## src/rtl/matmul4x4_seq_if.sv

```systemverilog
// Host/datapath bundle for matmul4x4_seq: byte stream in, result stream out, operand/result buses.
// slave is the sequencer side; master is the host/DMA plus datapath side.
interface matmul4x4_seq_if;
    logic         start;
    logic         acc_clr;
    logic         in_valid;
    logic         in_ready;
    logic [7:0]   in_data;
    logic [127:0] a_flat;
    logic [127:0] b_flat;
    logic [255:0] c_flat;
    logic         out_valid;
    logic         out_ready;
    logic [15:0]  out_data;
    logic         out_last;
    logic         busy;
    logic         done;

    modport slave (
        input  start, acc_clr, in_valid, in_data, c_flat, out_ready,
        output in_ready, a_flat, b_flat, out_valid, out_data, out_last, busy, done
    );

    modport master (
        output start, acc_clr, in_valid, in_data, c_flat, out_ready,
        input  in_ready, a_flat, b_flat, out_valid, out_data, out_last, busy, done
    );
endinterface

```

## src/rtl/matmul4x4_seq.sv

```systemverilog
// Sequencer for a 4x4 int8 matmul datapath; MATMUL_ACC_EN makes capture accumulate (C += A*B).
// Latency: 32 input beats + MM_LATENCY settle cycles + 16 output beats, done one cycle later.
// Backpressure: in_valid gaps and out_ready low both stall idx; nothing is dropped.
module matmul4x4_seq #(
    parameter int MM_LATENCY = 1
) (
    input  logic             clk,
    input  logic             rst,
    matmul4x4_seq_if.slave   bus
);

    localparam logic [2:0] IDLE   = 3'd0;
    localparam logic [2:0] LOAD_A = 3'd1;
    localparam logic [2:0] LOAD_B = 3'd2;
    localparam logic [2:0] WAIT   = 3'd3;
    localparam logic [2:0] DRAIN  = 3'd4;

    localparam logic [3:0] LAT_M1 = 4'(MM_LATENCY - 1);

    logic [2:0]   state;
    logic [3:0]   idx;
    logic [3:0]   wcnt;
    logic [127:0] a_reg;
    logic [127:0] b_reg;
    logic [255:0] res;
    logic         done_q;
    logic         in_xfer;
    logic         out_xfer;

    assign in_xfer  = bus.in_valid  & bus.in_ready;
    assign out_xfer = bus.out_valid & bus.out_ready;

    always_ff @(posedge clk) begin
        if (rst) begin
            state  <= IDLE;
            idx    <= '0;
            wcnt   <= '0;
            a_reg  <= '0;
            b_reg  <= '0;
            res    <= '0;
            done_q <= 1'b0;
        end else begin
            done_q <= 1'b0;
            case (state)
                IDLE: begin
`ifdef MATMUL_ACC_EN
                    if (bus.acc_clr) res <= '0;
`endif
                    if (bus.start) begin
                        state <= LOAD_A;
                        idx   <= '0;
                    end
                end
                LOAD_A: begin
                    if (in_xfer) begin
                        a_reg[{idx, 3'b000} +: 8] <= bus.in_data;
                        idx <= idx + 4'd1;
                        if (idx == 4'd15) state <= LOAD_B;
                    end
                end
                LOAD_B: begin
                    if (in_xfer) begin
                        b_reg[{idx, 3'b000} +: 8] <= bus.in_data;
                        idx <= idx + 4'd1;
                        if (idx == 4'd15) begin
                            state <= WAIT;
                            wcnt  <= '0;
                        end
                    end
                end
                WAIT: begin
                    wcnt <= wcnt + 4'd1;
                    // Operands have been stable for MM_LATENCY cycles by this edge.
                    if (wcnt == LAT_M1) begin
`ifdef MATMUL_ACC_EN
                        for (int i = 0; i < 16; i++)
                            res[i*16 +: 16] <= res[i*16 +: 16] + bus.c_flat[i*16 +: 16];
`else
                        res <= bus.c_flat;
`endif
                        state <= DRAIN;
                        idx   <= '0;
                    end
                end
                DRAIN: begin
                    if (out_xfer) begin
                        idx <= idx + 4'd1;
                        if (idx == 4'd15) begin
                            state  <= IDLE;
                            done_q <= 1'b1;
                        end
                    end
                end
                default: state <= IDLE;
            endcase
        end
    end

`ifndef MATMUL_ACC_EN
    logic unused_acc_clr;
    assign unused_acc_clr = bus.acc_clr;
`endif

    assign bus.in_ready  = (state == LOAD_A) || (state == LOAD_B);
    assign bus.out_valid = (state == DRAIN);
    assign bus.out_data  = (state == DRAIN) ? res[{idx, 4'b0000} +: 16] : 16'h0000;
    assign bus.out_last  = (state == DRAIN) && (idx == 4'd15);
    assign bus.busy      = (state != IDLE);
    assign bus.done      = done_q;
    assign bus.a_flat    = a_reg;
    assign bus.b_flat    = b_reg;

endmodule
```

## src/flat_wrapper.sv

```systemverilog
// flat-port wrapper written by rule: the top's interface ports become plain ports
module matmul4x4_seq_flat 
#(
    parameter int MM_LATENCY = 1
)
  (clk, rst, bus_start, bus_acc_clr, bus_in_valid, bus_in_data, bus_c_flat, bus_out_ready, bus_in_ready, bus_a_flat, bus_b_flat, bus_out_valid, bus_out_data, bus_out_last, bus_busy, bus_done);
  matmul4x4_seq_if bus_i ();
  input  logic clk;
  input  logic rst;
  input wire logic [$bits(bus_i.start)-1:0] bus_start;
  input wire logic [$bits(bus_i.acc_clr)-1:0] bus_acc_clr;
  input wire logic [$bits(bus_i.in_valid)-1:0] bus_in_valid;
  input wire logic [$bits(bus_i.in_data)-1:0] bus_in_data;
  input wire logic [$bits(bus_i.c_flat)-1:0] bus_c_flat;
  input wire logic [$bits(bus_i.out_ready)-1:0] bus_out_ready;
  output wire logic [$bits(bus_i.in_ready)-1:0] bus_in_ready;
  output wire logic [$bits(bus_i.a_flat)-1:0] bus_a_flat;
  output wire logic [$bits(bus_i.b_flat)-1:0] bus_b_flat;
  output wire logic [$bits(bus_i.out_valid)-1:0] bus_out_valid;
  output wire logic [$bits(bus_i.out_data)-1:0] bus_out_data;
  output wire logic [$bits(bus_i.out_last)-1:0] bus_out_last;
  output wire logic [$bits(bus_i.busy)-1:0] bus_busy;
  output wire logic [$bits(bus_i.done)-1:0] bus_done;
  assign bus_i.start = bus_start;
  assign bus_i.acc_clr = bus_acc_clr;
  assign bus_i.in_valid = bus_in_valid;
  assign bus_i.in_data = bus_in_data;
  assign bus_i.c_flat = bus_c_flat;
  assign bus_i.out_ready = bus_out_ready;
  assign bus_in_ready = bus_i.in_ready;
  assign bus_a_flat = bus_i.a_flat;
  assign bus_b_flat = bus_i.b_flat;
  assign bus_out_valid = bus_i.out_valid;
  assign bus_out_data = bus_i.out_data;
  assign bus_out_last = bus_i.out_last;
  assign bus_busy = bus_i.busy;
  assign bus_done = bus_i.done;
  matmul4x4_seq #(.MM_LATENCY(MM_LATENCY)) u_core (.clk(clk), .rst(rst), .bus(bus_i));
endmodule
```

## config.mk

```make
export PLATFORM = sky130hd
export DESIGN_NAME = matmul4x4_seq_flat
export DESIGN_NICKNAME = d
export VERILOG_FILES = /design/src/rtl/matmul4x4_seq_if.sv /design/src/rtl/matmul4x4_seq.sv /design/src/flat_wrapper.sv
export SDC_FILE = /design/constraint.sdc
export NUM_CORES = 1
export LEC_CHECK = 0
export BUFFER_PORTS_ARGS = -buffer_cell sky130_fd_sc_hd__buf_2
export CAP_MARGIN = 5
export CORE_MARGIN = 1.5
export CORE_UTILIZATION = 35
export CTS_BUF_LIST = sky130_fd_sc_hd__clkbuf_16
export DETAILED_ROUTE_END_ITERATION = 8
export SYNTH_ARGS = -nofsm -noshare
export SYNTH_HDL_FRONTEND = slang
export SYNTH_SLANG_ARGS = --single-unit
export TNS_END_PERCENT = 1
```

## constraint.sdc

```tcl
create_clock -name clk -period 2.6 [get_ports clk]
set_input_delay 0.26 -clock clk [delete_from_list [all_inputs] [get_ports clk]]
set_output_delay 0.26 -clock clk [all_outputs]
set_load 0.1 [all_outputs]
```

==> qor.yml, run 1 <==
status:
  run_status: "finished, violations left"
  violations_in_the_final_reports: "setup timing"
power:
  vdd_drop_max_mv: 0.5161
  totalPowerFinal_mw: 20.27
  power_per_cell_area_nw_per_um2: 664.6
  power.static_leakage_nw: 12.55
global_routing:
  grt_start_max_net_pins: 159
  gr-max-usage-layer: "met2"
  groute.layer.met1.usage_pct: 29.22
  grt.met2_usage_pct: 41.32
  first_global_vias: 20156
  global_route_wire_length_before_repair_um: 116200
  global_route.usage.met3_pct: 3.970
  grt_remaining_overflow: 0
  groute.usage.overall_pct: 23.79
  antenna_found_initial: 4
floorplan:
  chipWidth_um: 250.2
  chipHeight_um: 250.2
  io_pins: 547
  floorplan.rows: 90
  initial_core_util_pct: 35.43
  floorplan.core_area_sq_um: 60360
  die_area_sq_um: 62590
synthesis:
  post_synth_edffs: 0
  ys_dominant_reg_cell: "sky130_fd_sc_hd__dfxtp_1"
  ys_seq_elements: 524
  fraction_of_synthesis_flops_using_an_asynchronous_set_or_reset_pin_pct: 0
  postSynthNetCount: 2673
  synthesis.yosys.warnings: 0
  post_synth_inst_count: 2396
  yosys.area.top_type: "sky130_fd_sc_hd__dfxtp_1"
  post_synth_main_area_contributors: "sky130_fd_sc_hd__dfxtp_1, sky130_fd_sc_hd__nand2_1, sky130_fd_sc_hd__mux2i_1, sky130_fd_sc_hd__a21oi_1, sky130_fd_sc_hd__mux4_2"
  synth_cell_types: 67
  syn_area_per_cell_sq_um: 8.924
  synth_area_sq_um: 21380
  synth_top_area_share_pct: 49.06
  part_of_the_yosys_area_used_for_sequential_elements_pct: 49.06
flow_run:
  drv_cap: 0
worst_hold_path:
  worstHoldStart: "rst"
  holdCritPathClass: "input port to flop"
  min_to: "u_core.bus.b_flat[5]"
  hold_path_depth: 2
layout:
  flow.area_growth_from_synthesis_pct: 42.62
  layout-drive-gt1-share_pct: 26.68
  post-route-cell-area_sq_um: 30500
  number_of_nets_in_the_layout: 3449
  finish.utilization_pct: 50.52
  multi_input_area_sq_um: 10580
  fill_cells: 5455
  register_area_sq_um: 10510
place:
  dp_slack_ps: -67.34
  placed_area_sq_um: 25460
  gp_congestion: 0.8586
  dp_hpwl_um: 52900
  buffer_ports.inserted: 545
routing:
  ant_nets: 0
  drcViolationCount: 0
  route.detailed.wl_per_inst_um: 19.60
  detail_route.wirelength_um: 78480
  detailedRoute.firstPassIterationCount: 6
  dr.first_iter.drc_count: 1344
  detail_route.vias_per_cell: 5.141
  via_count: 20591
sta:
  unrepaired_setup_endpoints_after_global_routing: "yes"
  fmax_mhz: 353.8
  finalSetupViolations: 16
  timing_worst_slew_pin_value_ps: 832.8
  fin_hold_ws_ps: 51.80
  timing.final.hold_violations: 0
  clock_skew_ps: 26.89
  period_share_pct: 108.7
  timing.final.crit_period_ps: 2827
  max-slew-margin-rel_pct: 44.48
  final_critical_path_setup_slack_ps: -226.7
  slew_violations: 0
setup_path:
  reg2reg_setup_slack_ps: 120
  worstSetupPathType: "flop to primary output"
  cp_data_arrival_time_ps: 2570
  critPathLaunchType: "flop"
  rr_worst_depth: 8
  r2r_end: "u_core.bus.b_flat[106]"
  critical_path_peak_fanout: 7
  crit_required_ps: 2340
  worstReg2RegStart: "u_core.idx[0]"
  end_kind: "primary output"
clocking:
  htree_num_levels: 2
  clock_tree.root_cell: "sky130_fd_sc_hd__clkbuf_16"
  clk-insertion-delay-late_ps: 620
  ctsLongestPathBuffers: 3
  path_clk_slew_ps: 60
  number_of_sinks_driven_by_the_clock_tree: 524
  cts_tree: "yes"
  cts_inserted_buffers: 57
## synthesized netlist by cell type (3+ instances only)
cell type,instances
sky130_fd_sc_hd__inv_1,4
sky130_fd_sc_hd__buf_2,51
sky130_fd_sc_hd__nand2_2,4
sky130_fd_sc_hd__and2_1,10
sky130_fd_sc_hd__nor3_1,4
sky130_fd_sc_hd__a32oi_1,16
sky130_fd_sc_hd__nand3_1,16
sky130_fd_sc_hd__o22ai_1,16
sky130_fd_sc_hd__a21oi_1,281
sky130_fd_sc_hd__and3_1,4
sky130_fd_sc_hd__a211oi_1,18
sky130_fd_sc_hd__mux2i_1,211
sky130_fd_sc_hd__nand2_1,615
sky130_fd_sc_hd__nor3b_1,3
sky130_fd_sc_hd__nand2b_1,107
sky130_fd_sc_hd__buf_1,5
sky130_fd_sc_hd__buf_4,5
sky130_fd_sc_hd__nor2_1,82
sky130_fd_sc_hd__nand4_1,3
sky130_fd_sc_hd__nand3b_1,64
sky130_fd_sc_hd__buf_6,4
sky130_fd_sc_hd__o21ai_1,65
sky130_fd_sc_hd__clkbuf_1,112
sky130_fd_sc_hd__nor2b_1,19
sky130_fd_sc_hd__o21ai_0,50
sky130_fd_sc_hd__dfxtp_1,524
sky130_fd_sc_hd__ha_1,7
sky130_fd_sc_hd__mux2_2,16
sky130_fd_sc_hd__mux4_2,32
## layout by cell type, fill, tap and decap left out, drive strengths merged, types with 3 or more instances in the layout
cell	n
nand2b	107
ha	7
a211oi	20
mux2	16
nand4	3
dfxtp	524
mux2i	211
inv	23
nor2b	19
clkinv	25
dlygate4sd3	257
mux4	32
bufinv	5
and2	10
o21ai	116
nor3b	5
nor3	6
a32oi	16
buf	634
diode	3
nand3	17
nor2	83
nand3b	65
nor4	5
clkbuf	61
and3	4
o22ai	16
a21oi	283
nand2	619
## what timing repair did
item	CTS	global route
hold buffers	257	0
setup buffers	3	14
gates resized for setup	74	24
endpoints found under the setup margin	17	117
hold endpoints to repair	257	0
pin swaps	7	5
gates cloned	3	3
## area by class of cell
class	instances	share of cell area [%]
Multi-Input combinational cell	1689	34.69
Sequential cell	524	34.45
Timing Repair Buffer	894	21.56
Clock buffer	58	4.759
Tap cell	782	3.208
Clock inverter	49	1.231
Inverter	6	0.07385
Antenna cell	3	0.02462
## where the power goes
part / internal (mW) / switching, mW
Combinational: 1.59 / 2.24
Sequential: 8.32 / 0.214
Clock: 4.54 / 3.36
## metrics by stage
| step | setup TNS (ps) | std cells |
|---|---|---|
| 6_report | -2951 | 4005 |
| 5_1_grt | -4946 | 4005 |
| 4_1_cts | -4221 | 3986 |
| 3_5_place_dp | -67.34 | 3617 |
| 3_3_place_gp | -52.30 | 3617 |
| 2_1_floorplan | -8132 | 2396 |
## cell families (layout without fill, tap and decap cells)
logic type	Yosys count	in the layout	share of synthesized area, %
other	0	3	0
muxes	259	259	14.09
adders and majority gates	7	7	0.4096
xor gates and xnor gates	2	2	0.08193
AOI/OAI and AO/OA	465	465	11.98
and+or+nand+nor	956	956	20.64
buffers and inverters	183	1007	3.739
DFF	524	524	49.06
## routing by layer
layer  routed length [um]  share of wire (%)
met2                38310                 49
met1                32210                 41
met5                    0                  0
met3                 4675                6.0
met4                 3282                4.2
## critical path, stage by stage, from the launching register on
cell and delay, ps:
sky130_fd_sc_hd__dfxtp_4 470, sky130_fd_sc_hd__buf_16 180, sky130_fd_sc_hd__buf_8 130, sky130_fd_sc_hd__mux4_2 520
sky130_fd_sc_hd__mux2i_4 220, sky130_fd_sc_hd__buf_6 150, sky130_fd_sc_hd__o22ai_4 70, sky130_fd_sc_hd__buf_12 190
## flip-flops by register name (all words and copies together), names as in the netlist
name / count
u_core.state: 3
u_core.wcnt: 4
u_core.res: 256
u_core.bus.done: 1
u_core.bus.b_flat: 128
u_core.idx: 4
u_core.bus.a_flat: 128
## worst max-delay path by stage
stage / from / end / slack [ps]
2_1_floorplan: u_core.state[2] / bus_out_data[10] / -300
3_3_place_gp: u_core.idx[0] / bus_out_data[7] / -50
3_5_place_dp: u_core.idx[0] / bus_out_data[7] / -70
4_1_cts: u_core.idx[0] / bus_out_data[4] / -290
5_1_grt: u_core.idx[0] / bus_out_data[6] / -310
6_report: u_core.idx[0] / bus_out_data[6] / -230
Note: power is estimated with default switching activity, not from simulation.
==> run 2, diff against run 1 <==
--- a/config.mk
+++ b/config.mk
@@ -5,9 +5,10 @@
 export SDC_FILE = /design/constraint.sdc
 export NUM_CORES = 1
 export LEC_CHECK = 0
+export ABC_AREA = 1
 export BUFFER_PORTS_ARGS = -buffer_cell sky130_fd_sc_hd__buf_2
 export CAP_MARGIN = 5
-export CORE_MARGIN = 1.5
+export CORE_MARGIN = 2
 export CORE_UTILIZATION = 35
 export CTS_BUF_LIST = sky130_fd_sc_hd__clkbuf_16
 export DETAILED_ROUTE_END_ITERATION = 8
==> run 2 against run 1 <==
The run still ends with setup timing left. Count of clock-buffer cells in the layout rose by 3. Clock power grew 2%. Via count grew 18%. Largest power group is now combinational cells.
==> qor.yml, run 2 <==
clocking:
  path_clk_slew_ps: 60  # about the same
  number_of_sinks_driven_by_the_clock_tree: 524  # unchanged
  cts_inserted_buffers: 58  # +1.8%
  clk-insertion-delay-late_ps: 610  # about the same
  ctsLongestPathBuffers: 3  # unchanged
  cts_tree: "yes"
  clock_tree.root_cell: "sky130_fd_sc_hd__clkbuf_16"
  htree_num_levels: 2  # unchanged
setup_path:
  crit_required_ps: 2340  # about the same
  critPathLaunchType: "flop"
  cp_data_arrival_time_ps: 2400  # -170 ps
  end_kind: "primary output"
  worstSetupPathType: "flop to primary output"
  rr_worst_depth: 6  # -2
  critical_path_peak_fanout: 8  # +1
floorplan:
  floorplan.rows: 93  # +3.3%
  io_pins: 547  # unchanged
  chipWidth_um: 259.7  # +3.8%
  chipHeight_um: 259.7  # +3.8%
  die_area_sq_um: 67430  # +7.7%
  floorplan.core_area_sq_um: 64580  # +7.0%
  initial_core_util_pct: 35.43  # about the same
routing:
  ant_nets: 0  # unchanged
  dr.first_iter.drc_count: 2132  # +59%
  drcViolationCount: 0  # unchanged
  detail_route.vias_per_cell: 4.792  # -6.8%
  route.detailed.wl_per_inst_um: 17.30  # -12%
  detailedRoute.firstPassIterationCount: 6  # unchanged
  via_count: 24318  # +18%
  detail_route.wirelength_um: 87800  # +12%
sta:
  slew_violations: 0  # unchanged
  finalSetupTns_ps: -264.9  # +2686 ps
  max-slew-margin-rel_pct: 33.01  # -11 points
  period_share_pct: 102.4  # -6.3 points
  unrepaired_setup_endpoints_after_global_routing: "yes"
  finalSetupViolations: 11  # -5
  final_critical_path_setup_slack_ps: -63.27  # +163.5 ps
  timing.final.crit_period_ps: 2663  # -163.5 ps
  clock_skew_ps: 17.68  # -9.214 ps
  fmax_mhz: 375.5  # +6.1%
  timing_worst_slew_pin_value_ps: 1005  # +172.0 ps
  timing.final.hold_violations: 0  # unchanged
layout:
  number_of_nets_in_the_layout: 4453  # +29%
  post-route-cell-area_sq_um: 31990  # +4.9%
  finish.utilization_pct: 49.54  # -0.98 points
  layout.cells.non_filler: 5075  # +27%
  flow.area_growth_from_synthesis_pct: 39.83
  most-common-layout-cells: "sky130_fd_sc_hd__nor2_1, sky130_fd_sc_hd__buf_2, sky130_fd_sc_hd__dfxtp_1"
  layout.cells.most_common: "sky130_fd_sc_hd__nor2_1"
  largest_register_ffs: 256  # unchanged
  registers.top_by_ff_count: "u_core.res"
  layout-drive-gt1-share_pct: 20.00  # -6.7 points
synthesis:
  synth_cell_types: 34  # -49%
  synth_area_sq_um: 22880  # +7.0%
  synthesis.yosys.warnings: 0  # unchanged
  yosys.area.top_type: "sky130_fd_sc_hd__dfxtp_1"
  post_synth_inst_count: 3431  # +43%
  synthTopCellsByCount: "sky130_fd_sc_hd__nor2_1, sky130_fd_sc_hd__dfxtp_1, sky130_fd_sc_hd__nand2_1"
  part_of_the_yosys_area_used_for_sequential_elements_pct: 45.85  # -3.2 points
  syn_area_per_cell_sq_um: 6.668  # -25%
  ys_dominant_reg_cell: "sky130_fd_sc_hd__dfxtp_1"
  ys_seq_elements: 524  # unchanged
  synth_top_area_share_pct: 45.85  # -3.2 points
  fraction_of_synthesis_flops_using_an_asynchronous_set_or_reset_pin_pct: 0  # unchanged
  post_synth_edffs: 0  # unchanged
  post_synth_main_area_contributors: "sky130_fd_sc_hd__dfxtp_1, sky130_fd_sc_hd__nor2_1, sky130_fd_sc_hd__o21ai_0, sky130_fd_sc_hd__nand2_1, sky130_fd_sc_hd__inv_1"
  yosysMostFrequentCell: "sky130_fd_sc_hd__nor2_1"
  postSynthNetCount: 3708  # +39%
power:
  power_per_cell_area_nw_per_um2: 846.2  # +27%
  vdd_drop_max_mv: 0.4553  # -12%
  totalPowerFinal_mw: 27.07  # +34%
  power.static_leakage_nw: 15.35  # +22%
place:
  placed_cells_incl_taps: 4693  # +30%
  dp_hpwl_um: 56930  # +7.6%
  gp_congestion: 0.8730  # +1.7%
  buffer_ports.inserted: 545  # unchanged
  placed_area_sq_um: 26810  # +5.3%
worst_hold_path:
  holdCritPathClass: "input port to flop"
  hold_path_depth: 3  # +1
global_routing:
  groute.usage.overall_pct: 24.80  # +1.0 points
  grt_remaining_overflow: 0  # unchanged
  grt_start_max_net_pins: 209  # +31%
  first_global_vias: 22793  # +13%
  antenna_found_initial: 2  # -2
  global_route_wire_length_before_repair_um: 130700  # +13%
status:
  violations_in_the_final_reports: "setup timing"
  run_status: "finished, violations left"
flow_run:
  drv_cap: 0  # unchanged
-- run 2: cells by family after synthesis --
group,after synthesis,synth area share [%]
AO/OA/AOI/OAI,644,14.10
XOR/XNOR,1,0.03829
adder cells (fa/ha/maj),7,0.3828
buffers and inverters,539,9.548
flip-flops,524,45.85
AND/OR/NAND/NOR,1716,30.08
-- run 2: power by group --
part / internal [mW] / switching, mW / total (mW)
Sequential: 8.98 / 0.495 / 9.48
Combinational: 3.26 / 6.29 / 9.55
Clock: 4.60 / 3.45 / 8.04
Total: 16.8 / 10.2 / 27.1
-- run 2: stage by stage --
| step | hold slack [ps] | setup slack, ps |
|---|---|---|
| floorplan | 394.9 | -487.7 |
| global placement | 429.7 | 124.9 |
| detailed placement | 432.9 | 152.3 |
| CTS | 10.30 | -81.48 |
| global route | 22.53 | -154.1 |
| finish | 56.89 | -63.27 |
-- run 2: what timing repair did --
item | 4_1_cts | 5_1_grt
endpoints found under the setup margin | 17 | 17
cloned | 9 | 4
pin swaps | 35 | 17
gates resized for setup | 106 | 16
hold endpoints to repair | 257 | 0
hold buffers | 257 | 0
setup buffers | 10 | 0
-- run 2: layer usage --
| metal | global-route usage, % | vias to the layer above | share of wire, % |
|---|---|---|---|
| met5 | 0 | - | 0 |
| met4 | 9.914 | 0 | 4.1 |
| met3 | 3.704 | 194 | 6.0 |
| met2 | 41.86 | 875 | 47 |
| met1 | 31.72 | 11046 | 43 |
| li1 | - | 12203 | - |
-- run 2: area by class of cell --
| class | instances | area [sq um] |
|---|---|---|
| Antenna cell | 1 | 2.502 |
| Clock buffer | 61 | 1526 |
| Clock inverter | 42 | 297.8 |
| Fill cell | 6469 | 32590 |
| Inverter | 317 | 1214 |
| Multi-Input combinational cell | 2368 | 10480 |
| Sequential cell | 524 | 10500 |
| Tap cell | 855 | 1070 |
| Timing Repair Buffer | 907 | 6904 |
-- run 2: worst paths after layout --
check | slack, ps | startpoint | end
max reg2reg | 190 | u_core.idx[0] | u_core.bus.a_flat[77]
min reg2reg | 440 | u_core.bus.b_flat[89] | u_core.bus.b_flat[89]
min | 60 | bus_in_data[5] | u_core.bus.b_flat[69]
max | -60 | u_core.idx[0] | bus_out_data[3]
-- run 2: critical path, cell delays in order, from the launching register on --
cell and delay (ps):
sky130_fd_sc_hd__dfxtp_4 400, sky130_fd_sc_hd__buf_16 190, sky130_fd_sc_hd__buf_8 140, sky130_fd_sc_hd__buf_16 120, sky130_fd_sc_hd__nor2_1 50, sky130_fd_sc_hd__nor2_1 120, sky130_fd_sc_hd__o21ai_2 100, sky130_fd_sc_hd__nand3_1 90
sky130_fd_sc_hd__nand3_2 100, sky130_fd_sc_hd__a21oi_2 160, sky130_fd_sc_hd__buf_4 150, sky130_fd_sc_hd__buf_12 170
